$ cat src/rtl/regfile_wr_arbiter.sv
// ---------------------------------------------------------------------------
// regfile_wr_arbiter
//   Round-robin write arbiter in front of a 4-entry register bank shared by
//   four requesters. At most one pending write is granted per cycle. The
//   winner's address and data are registered, and the bank is written one
//   edge later while o_we is high. A combinational read port is provided.
//
// Ports
//   i_clk      clock, rising edge
//   i_rst_n    asynchronous active-low reset
//   i_req      per-requester write request (level, held until granted)
//   i_addr     requester k target entry at [2k+1:2k]
//   i_data     requester k write data at [k*DATA_W +: DATA_W]
//   o_gnt      one-hot grant pulse, high during the cycle its write is applied
//   o_we       registered bank write enable
//   o_addr     registered write address
//   o_decoder  one-hot decode of o_addr, zero when o_we is low
//   o_busy     high while in the WRITE state
//   i_rd_addr  read address
//   o_rd_data  combinational read of bank[i_rd_addr] (no write-through)
// ---------------------------------------------------------------------------
module regfile_wr_arbiter #(
    parameter int DATA_W = 8
) (
    input  logic                  i_clk,
    input  logic                  i_rst_n,
    input  logic [3:0]            i_req,
    input  logic [7:0]            i_addr,
    input  logic [4*DATA_W-1:0]   i_data,
    output logic [3:0]            o_gnt,
    output logic                  o_we,
    output logic [1:0]            o_addr,
    output logic [3:0]            o_decoder,
    output logic                  o_busy,
    input  logic [1:0]            i_rd_addr,
    output logic [DATA_W-1:0]     o_rd_data
);

    typedef enum logic [0:0] {
        S_IDLE  = 1'b0,
        S_WRITE = 1'b1
    } state_t;

    state_t              state_q;
    logic [3:0]          gnt_q;
    logic                we_q;
    logic [1:0]          addr_q;
    logic                busy_q;
    logic [1:0]          ptr_q;
    logic [DATA_W-1:0]   wdata_q;
    logic [DATA_W-1:0]   bank_q [4];

    // Per-requester views of the packed address/data buses.
    logic [1:0]          req_addr [4];
    logic [DATA_W-1:0]   req_data [4];

    generate
        for (genvar gi = 0; gi < 4; gi++) begin : g_split
            assign req_addr[gi] = i_addr[2*gi +: 2];
            assign req_data[gi] = i_data[gi*DATA_W +: DATA_W];
        end
    endgenerate

    // The requester holding the current grant is masked so a request that is
    // still high during its own grant cycle is not serviced twice.
    logic [3:0] eligible;
    logic       found_d;
    logic [1:0] winner_d;

    assign eligible = i_req & ~gnt_q;

    always_comb begin
        found_d  = 1'b0;
        winner_d = 2'd0;
        for (int k = 0; k < 4; k++) begin
            logic [1:0] idx;
            idx = ptr_q + 2'(k);
            if (!found_d && eligible[idx]) begin
                found_d  = 1'b1;
                winner_d = idx;
            end
        end
    end

    always_ff @(posedge i_clk or negedge i_rst_n) begin
        if (!i_rst_n) begin
            state_q <= S_IDLE;
            gnt_q   <= 4'b0000;
            we_q    <= 1'b0;
            addr_q  <= 2'd0;
            busy_q  <= 1'b0;
            ptr_q   <= 2'd0;
            wdata_q <= '0;
            for (int k = 0; k < 4; k++) begin
                bank_q[k] <= '0;
            end
        end else begin
            // Commit the write registered at the previous edge.
            if (we_q) begin
                bank_q[addr_q] <= wdata_q;
            end

            if (found_d) begin
                state_q <= S_WRITE;
                gnt_q   <= 4'b0001 << winner_d;
                we_q    <= 1'b1;
                busy_q  <= 1'b1;
                addr_q  <= req_addr[winner_d];
                wdata_q <= req_data[winner_d];
                ptr_q   <= winner_d + 2'd1;
            end else begin
                state_q <= S_IDLE;
                gnt_q   <= 4'b0000;
                we_q    <= 1'b0;
                busy_q  <= 1'b0;
            end
        end
    end

    assign o_gnt     = gnt_q;
    assign o_we      = we_q;
    assign o_addr    = addr_q;
    assign o_busy    = busy_q;
    assign o_decoder = we_q ? (4'b0001 << addr_q) : 4'b0000;
    assign o_rd_data = bank_q[i_rd_addr];

endmodule
$ cat config.mk
export PLATFORM = sky130hd
export DESIGN_NAME = regfile_wr_arbiter
export DESIGN_NICKNAME = d
export VERILOG_FILES = /design/src/rtl/regfile_wr_arbiter.sv
export SDC_FILE = /design/constraint.sdc
export NUM_CORES = 1
export LEC_CHECK = 0
export CORE_ASPECT_RATIO = 1.1
export CORE_UTILIZATION = 48
export CTS_BUF_LIST = sky130_fd_sc_hd__clkbuf_16
export DETAILED_ROUTE_END_ITERATION = 12
export PLACE_DENSITY = 0.8
export RECOVER_POWER = 100
export SYNTH_ARGS = -nofsm -noshare
export SYNTH_HDL_FRONTEND = slang
export SYNTH_SLANG_ARGS = --single-unit
$ cat constraint.sdc
create_clock -name i_clk -period 2.35 [get_ports i_clk]
set_clock_uncertainty 0.05 [all_clocks]
set_input_delay 0.47 -clock i_clk [delete_from_list [all_inputs] [get_ports i_clk]]
set_output_delay 0.47 -clock i_clk [all_outputs]
set_load 0.1 [all_outputs]
Yosys cells after proc, flatten, opt, wreduce, memory -nomap -nowiden
Index checks and enable logic that the tools add are counted.

cells by class
  add/subtract/negate cells = 4
  order comparisons = 8
  shift operators = 2
  muxes and demuxes = 31
  bitwise operators = 5
  reduce and logical (&&, ||, !) cells = 7

operators with widths
  cell                                                        number
  2-to-1 mux 8 bit                                            5
  binary-select mux 8 bit (select 2 bit)                      2
  bitwise mux 32 bit                                          1
  demux 8 bit (select 2 bit)                                  1
  less-than comparator 2 x 3 -> 1 bit, second input constant  4
  2-to-1 mux 2 bit                                            6
  >= comparator 3 bit, second input constant                  3
  2-to-1 mux 1 bit                                            9
  NOT 2 -> 3 bit                                              3
  binary-select mux 1 bit (select 2 bit)                      4
  2-to-1 mux 4 bit                                            2
  << shifter 1 x 2 -> 4 bit, first input constant             2
  adder 2 x 1 -> 2 bit, second input constant                 2
  adder 2 bit, second input constant                          2
  bitwise AND 4 bit                                           1
  binary-select mux 2 bit (select 2 bit)                      1
  logical AND 1 bit                                           4
  NOT 4 bit                                                   1
  logical NOT 1 bit                                           3
  less-than comparator 3 x 1 -> 1 bit, second input constant  1

storage, ports and cells
  bits in registers = 49
  input port bits = 48
  output and inout bits = 20
  logic and storage cells = 66

Depth between registers and ports, before layout
Gate-level depths: netlist of run 1.

  word-level depth = 18
  depth in mapped cells = 7
  depth with buffers taken out = 5

Worst setup path before layout of run 1
No wires, ideal clock.

  path type = register -> register
  start point = register, netlist name o_busy
  end point = register bank_q[24] in the netlist's numbering
  library setup time = 0.126 ns
  arrival time = 2.712 ns
  data required time = 2.174 ns
  path slack = -0.539 ns
  stages on the path, launching flop included = 4
  period minus slack after synthesis = 2.889 ns
  path through = dfrtp_1 > nor3b_1 > clkbuf_1 > mux2_2

RTL lines
  what                            RTL line  RTL
  end signal: indexed assignment  100       bank_q[addr_q] <= wdata_q;
  end: declaration                51        logic [DATA_W-1:0] bank_q [4];

Final worst setup path of run 1
  start point = input i_req[1]
  end point = register wdata_q[5]

on the way
  cells in the longest elaborated chain, start to end = 17
  elaborated cells on any way between the ends = 27
  classes of those cells = mux: 19; bitwise: 2; reduce/logical: 6

RTL lines
  what                                                  RTL line  RTL
  start: declaration                                    27        input logic [3:0] i_req,
  bitwise AND 4 bit (*)                                 70        assign eligible = i_req & ~gnt_q;
  binary-select mux 1 bit (select 2 bit)                78        if (!found_d && eligible[idx]) begin
  2-to-1 mux 1 bit (not written as such)                78
  2-to-1 mux 1 bit                                      78
  logical NOT 1 bit                                     78
  logical AND 1 bit                                     78
  2-to-1 mux 1 bit                                      78
  logical NOT 1 bit                                     78
  logical AND 1 bit                                     78
  2-to-1 mux 1 bit                                      78
  logical NOT 1 bit                                     78
  logical AND 1 bit                                     78
  2-to-1 mux 2 bit                                      78
  NOT 2 -> 3 bit (not written as such)                  109       wdata_q <= req_data[winner_d];
  binary-select mux 8 bit (select 2 bit)                109
  2-to-1 mux 8 bit (not written as such) (2 in series)  109
  end signal: assignment                                109
  end: declaration                                      50        logic [DATA_W-1:0] wdata_q;

Every way passes the cells marked *; elsewhere a longest branch is shown, timed or not. The select of a mux whose other input is x is not followed.
A chain may end at the register's enable or synchronous reset.

==> metrics.txt, run 1 <==
vias in the first global route=2000; fill count=341; Die X=about 70 um; Slew @ Worst Pin=1.19 ns; Mapped Cells=between 200 and 250; Post-Synth XOR/XNOR Area=0; main combinational cell family by area after synthesis=multiplexers; Worst slew margin=0.206; f_max=451 MHz; Starting Density=0.512; Post-Layout Cell Count=345; storage element area=1230 um2; global-route wire length before repair=9530 um; Worst Path Required=2.41 ns; static leakage=between 1.5 and 2 nW; Pins Over Slew Limit=0; final net count=between 300 and 400; DIE AREA=5360 um2; initial antenna violation count=0; Diodes inserted=0; DRT iter0 DRCs=157; setup bufs post-CTS=0; io pins=68; period utilisation layout=0.944; worst-skew pair later-pin latency=approximately 0.28 ns; FF-to-FF Start=o_gnt[0]; # DRC=0; status=complete, no violations; Final Routed Wirelength=5480 um; TritonCTS clock tree=built; RSZ-0062 raised after global routing=false; FF+latch count, synth=between 40 and 50; total global routing overflow=0; share of cells above drive strength 1=0.246; commonest non-fill, non-tap cell in the layout=nand2_1; Num CTS Buffers=5; startpoint types=input pin; synthesized net count=259; Distinct cells, synth=38; DRT antenna net count=0; # setup viols final=0; Syn. warnings=0; post-synth top area share=0.504; Seq/Total Area, Yosys=0.504; compound-cell area share of the yosys netlist=0.0807; port bufs=67; Syn Std Cell Area=2430 um2; crit path max fanout=10; Clock Sinks=49; via/cell ratio=5.58; mux share of post-synthesis cell area=0.230; Multi-input gate area=between 1000 and 1500 um2; Post-DP HPWL=between 4000 and 5000 um; post-layout instance area=3300 um2; Core Region=4750 um2; worst hold start=bank_q[11]; Chip Height=roughly 77 um; Final min period=2.22 ns; WP data arrival=2.28 ns; root buffer cell=clkbuf_16; Power Density=1630 nW/um2; Worst setup EP type=register; drt pass-1 iters=4; pin count of the biggest net entering global routing=50; Rows=26; cell accounting for the most synthesized area=dfrtp_1; CTS clk-pin slew, worst paths=0.06 ns; top post-synthesis cells by area=dfrtp_1 50%, mux2i_1 8.2%, nand2_1 7.6%, mux2_2 7.4%, mux4_2 7.4%; area delta synth->final=35.4%; peak supply drop=922 uV; most frequent cells in the layout=49 x nand2_1, 45 x dfrtp_1, 45 x clkdlybuf4s50_1; Max Root-Sink Buffers=2; Synth Area in Adders=0; Via Count=1924; Crit Path Category=in -> reg; Synth Area per Inst=11.5 um2; placed insts=approximately 340; Fin. Hold Viols=0; Min-Delay Path Class=reg -> reg; Overall Global Routing Usage=0.227; GPL Wtd Cong=just under 0.9; Max Cap Violations=0; Worst Setup SP=i_req[1]; CTS H-tree lvls=2; placed cell area=3360 um2; mean routed wirelength per cell=15.9 um; simple-gate share of the synthesized area=0.148
-- critical path, stage by stage --
cell	delay [ns]
clkdlybuf4s50_1	0.48
nor2b_2	0.20
clkbuf_4	0.16
nor2_1	0.05
a22oi_1	0.70
a221oi_1	0.22
-- area by class of cell --
type	count	share of cell area
clock buffers	5	0.0380
clock inverters	2	0.00228
inverters	4	0.00607
multi-input cells	148	0.338
flip-flops and latches	49	0.374
well taps	56	0.0213
repair buffers	81	0.221
-- timing repair --
| item | 4_1_cts | 5_1_grt |
|---|---|---|
| hold buffers | 0 | 0 |
| endpoints found under the setup margin | 8 | 0 |
| gates resized for setup | 1 | 0 |
-- cells by family after synthesis --
kind of cell	after synthesis
AND/OR/NAND/NOR	79
flip-flops	49
multiplexers	44
AO/OA/AOI/OAI	25
buffers and inverters	14
-- synth_stat cells, drive strengths merged --
cell type	instances
dfrtp	49
nand2	49
mux2i	20
nor2	17
mux2	16
a221oi	10
buf	8
mux4	8
a21oi	4
nand2b	3
nor2b	3
o21ai	3
clkbuf	2
clkinv	2
inv	2
nand3	2
nand3b	2
a211oi	1
a21o	1
a221o	1
a22oi	1
and2	1
and2b	1
nor3b	1
o21a	1
o21bai	1
o22a	1
o32a	1
-- routing by layer --
layer	up-vias	wire (um)	track usage
li1	901	-	-
met1	946	2380	0.297
met2	69	2710	0.369
met3	8	314	0.0526
met4	0	78	0.0800
met5	-	0	0
-- power by group --
group	switching, mW	internal (mW)
Combinational	2.03	1.07
Sequential	0.340	1.28
Clock	0.283	0.381
Total	2.66	2.73
-- metrics by stage --
step | util | power (mW) | setup slack, ns | hold slack [ns] | setup TNS, ns
global route | 0.694 | 5.67 | 0.0383 | 0.468 | 0
floorplan | - | 4.06 | 0.0469 | 0.124 | 0
CTS | 0.735 | 5.81 | 0.175 | 0.126 | 0
global placement | 0.707 | 5.05 | -0.0591 | 0.403 | -0.784
detailed placement | 0.707 | 5.14 | -0.0950 | 0.407 | -1.16
finish | 0.694 | 5.38 | 0.132 | 0.420 | 0
-- sequential cells by signal (all words and copies together), names as in the netlist --
name and flops:
o_addr 2, o_busy 1, o_gnt 4, wdata_q 8, ptr_q 2, bank_q 32
-- path summary, 6_finish.rpt --
kind	to	slack, ns	cells after the start
min in group asynchronous	bank_q[16]	0.46	2
max in group asynchronous	o_gnt[2]	0.99	2
hold reg to reg	bank_q[11]	0.42	2
setup / recovery	wdata_q[5]	0.13	6
hold / removal	bank_q[11]	0.42	2
setup reg to reg	wdata_q[5]	0.41	5
No activity file was read; power rests on OpenSTA's default activity.
==> inputs of run 2 (changes only) <==
--- a/config.mk
+++ b/config.mk
@@ -11,6 +11,7 @@
 export DETAILED_ROUTE_END_ITERATION = 12
 export PLACE_DENSITY = 0.8
 export RECOVER_POWER = 100
+export SKIP_CTS_REPAIR_TIMING = 1
 export SYNTH_ARGS = -nofsm -noshare
 export SYNTH_HDL_FRONTEND = slang
 export SYNTH_SLANG_ARGS = --single-unit
==> run 2 against run 1 <==
Against the previous run:
- global-route usage is the same
- count of clock-buffer cells in the layout unchanged
- critical path depth unchanged
- via count is the same
- total power barely moved
- die area unchanged
- non-clock buffer count stayed put
- final cell count stayed put
- combinational power about the same
- clock power about the same
- fmax hardly changed
- largest power group unchanged
- worst setup slack got worse by 0.00092 ns
==> metrics.txt, run 2 (synthesis gave the netlist of run 1 again) <==
share of cells above drive strength 1=0.246 (unchanged); Core Region=4750 um2 (unchanged); Worst Slack Setup Final=0.131 ns (-0.000916 ns); Pins Over Slew Limit=0 (unchanged); Worst setup EP type=register; max reg flops=32 (unchanged); Post-DP HPWL=4100 um (unchanged); TritonCTS clock tree=built; Chip Height=76.7 um (unchanged); CTS clk-pin slew, worst paths=0.06 ns (about the same); Clock Sinks=49 (unchanged); # setup viols final=0 (unchanged); static leakage=1.52 nW (+0.52%); Diodes inserted=0 (unchanged); drt pass-1 iters=4 (unchanged); most frequent cells in the layout=49 x nand2_1, 45 x dfrtp_1, 45 x clkdlybuf4s50_1; Min-Delay Path Class=reg -> reg; Starting Density=0.512 (unchanged); io pins=68 (unchanged); worst-skew pair later-pin latency=0.28 ns (about the same); combinational power share=0.576 (about the same); Int Pwr=2.73 mW (about the same); most flop-heavy register=bank_q; Worst slew margin=0.205 (-0.000223); Die X=69.9 um (unchanged); startpoint types=input pin; port bufs=67 (unchanged); Slew @ Worst Pin=1.19 ns (+0.000334 ns); global-route wire length before repair=9530 um (unchanged); sw frac=0.493 (about the same); clock network power share=0.123 (about the same); DIE AREA=5360 um2 (unchanged); via/cell ratio=5.58 (unchanged); f_max=451 MHz (about the same); final net count=337 (unchanged); crit path max fanout=10 (unchanged); Final Routed Wirelength=5480 um (unchanged); period utilisation layout=0.944 (about the same); RSZ-0062 raised after global routing=false; commonest non-fill, non-tap cell in the layout=nand2_1; mean routed wirelength per cell=15.9 um (unchanged); Power Density=1630 nW/um2 (-0.11%); DRT antenna net count=0 (unchanged); GPL Wtd Cong=0.894 (unchanged); Final min period=2.22 ns (+0.000916 ns); pin count of the biggest net entering global routing=50 (unchanged); CTS H-tree lvls=2 (unchanged); Psw=2.66 mW (about the same); slowest CP cell=a22oi_1; total global routing overflow=0 (unchanged); Worst path max stage delay=0.70 ns (about the same); cell breakdown of the critical path=clkdlybuf4s50_1, nor2b_2, clkbuf_4, nor2_1, a22oi_1, a221oi_1; Max Cap Violations=0 (unchanged); Worst Path Required=2.41 ns (about the same); status=complete, no violations; worst hold margin=0.420 ns (unchanged); Crit Path Category=in -> reg; Max Root-Sink Buffers=2 (unchanged); DRT iter0 DRCs=160 (+1.9%); Post-Place Setup Slack=-0.0950 ns (unchanged); peak supply drop=922 uV (about the same); Reg power frac=0.301 (about the same); root buffer cell=clkbuf_16; Via Count=1924 (unchanged); Num CTS Buffers=5 (unchanged); Fin. Hold Viols=0 (unchanged); # DRC=0 (unchanged); vias in the first global route=2000 (unchanged); Overall Global Routing Usage=0.227 (unchanged); Rows=26 (unchanged); area delta synth->final=35.6%; WP data arrival=2.28 ns (about the same); initial antenna violation count=0 (unchanged)
[run 2: cell count changes in the layout (fill, tap and decap cells not counted)]
| cell | before | now |
|---|---|---|
| dlygate4sd2_1 | 1 | 0 |
| dlymetal6s2s_1 | 0 | 1 |
[run 2: critical path: cells and delay by family]
family,cells,cell delay (ns)
compound gates,2,0.92
buf+inv,2,0.64
simple gates,2,0.25
[run 2: final timing paths]
| path | from | to | slack (ns) | cells after the start |
|---|---|---|---|---|
| min in group asynchronous | i_rst_n | bank_q[16] | 0.46 | 2 |
| worst min-delay path | bank_q[11] | bank_q[11] | 0.42 | 2 |
| worst max-delay path | i_req[1] | wdata_q[5] | 0.13 | 6 |
| max in group asynchronous | i_rst_n | o_gnt[2] | 0.99 | 2 |
| worst max register to register | o_gnt[0] | wdata_q[5] | 0.41 | 5 |
| worst min register to register | bank_q[11] | bank_q[11] | 0.42 | 2 |
[run 2: layer usage]
metal / up-vias / routed length (um) / global-route usage
li1: 901 / - / -
met1: 946 / 2370 / 0.297
met2: 69 / 2710 / 0.369
met3: 8 / 320 / 0.0526
met4: 0 / 78 / 0.0800
met5: - / 0 / 0
[run 2: power groups by stage]
stage          combinational (mW)  clock [mW]  sequential, mW
6_report                     3.10       0.664            1.62
3_3_place_gp                 3.45           0            1.60
3_5_place_dp                 3.51           0            1.63
5_1_grt                      3.29       0.708            1.67
2_1_floorplan                2.23           0            1.83
4_1_cts                      3.51       0.674            1.62
[run 2: cell type report]
type	count	area, um2
clock buffer	5	125
clock inverter	2	7.51
fill	341	1450
inverter	4	20.0
multi-input combinational	148	1110
sequential	49	1230
tap	56	70.1
timing repair buffer	81	733
[run 2: metrics by stage]
step | cells | total power [mW] | TNS [ns] | area, um2 | util
3_3_place_gp | 338 | 5.05 | -0.784 | 3360 | 0.707
3_5_place_dp | 338 | 5.14 | -1.16 | 3360 | 0.707
2_1_floorplan | 211 | 4.06 | 0 | 2450 | -
6_report | 345 | 5.38 | 0 | 3300 | 0.695
4_1_cts | 345 | 5.81 | -0.295 | 3490 | 0.735
5_1_grt | 345 | 5.67 | 0 | 3300 | 0.695
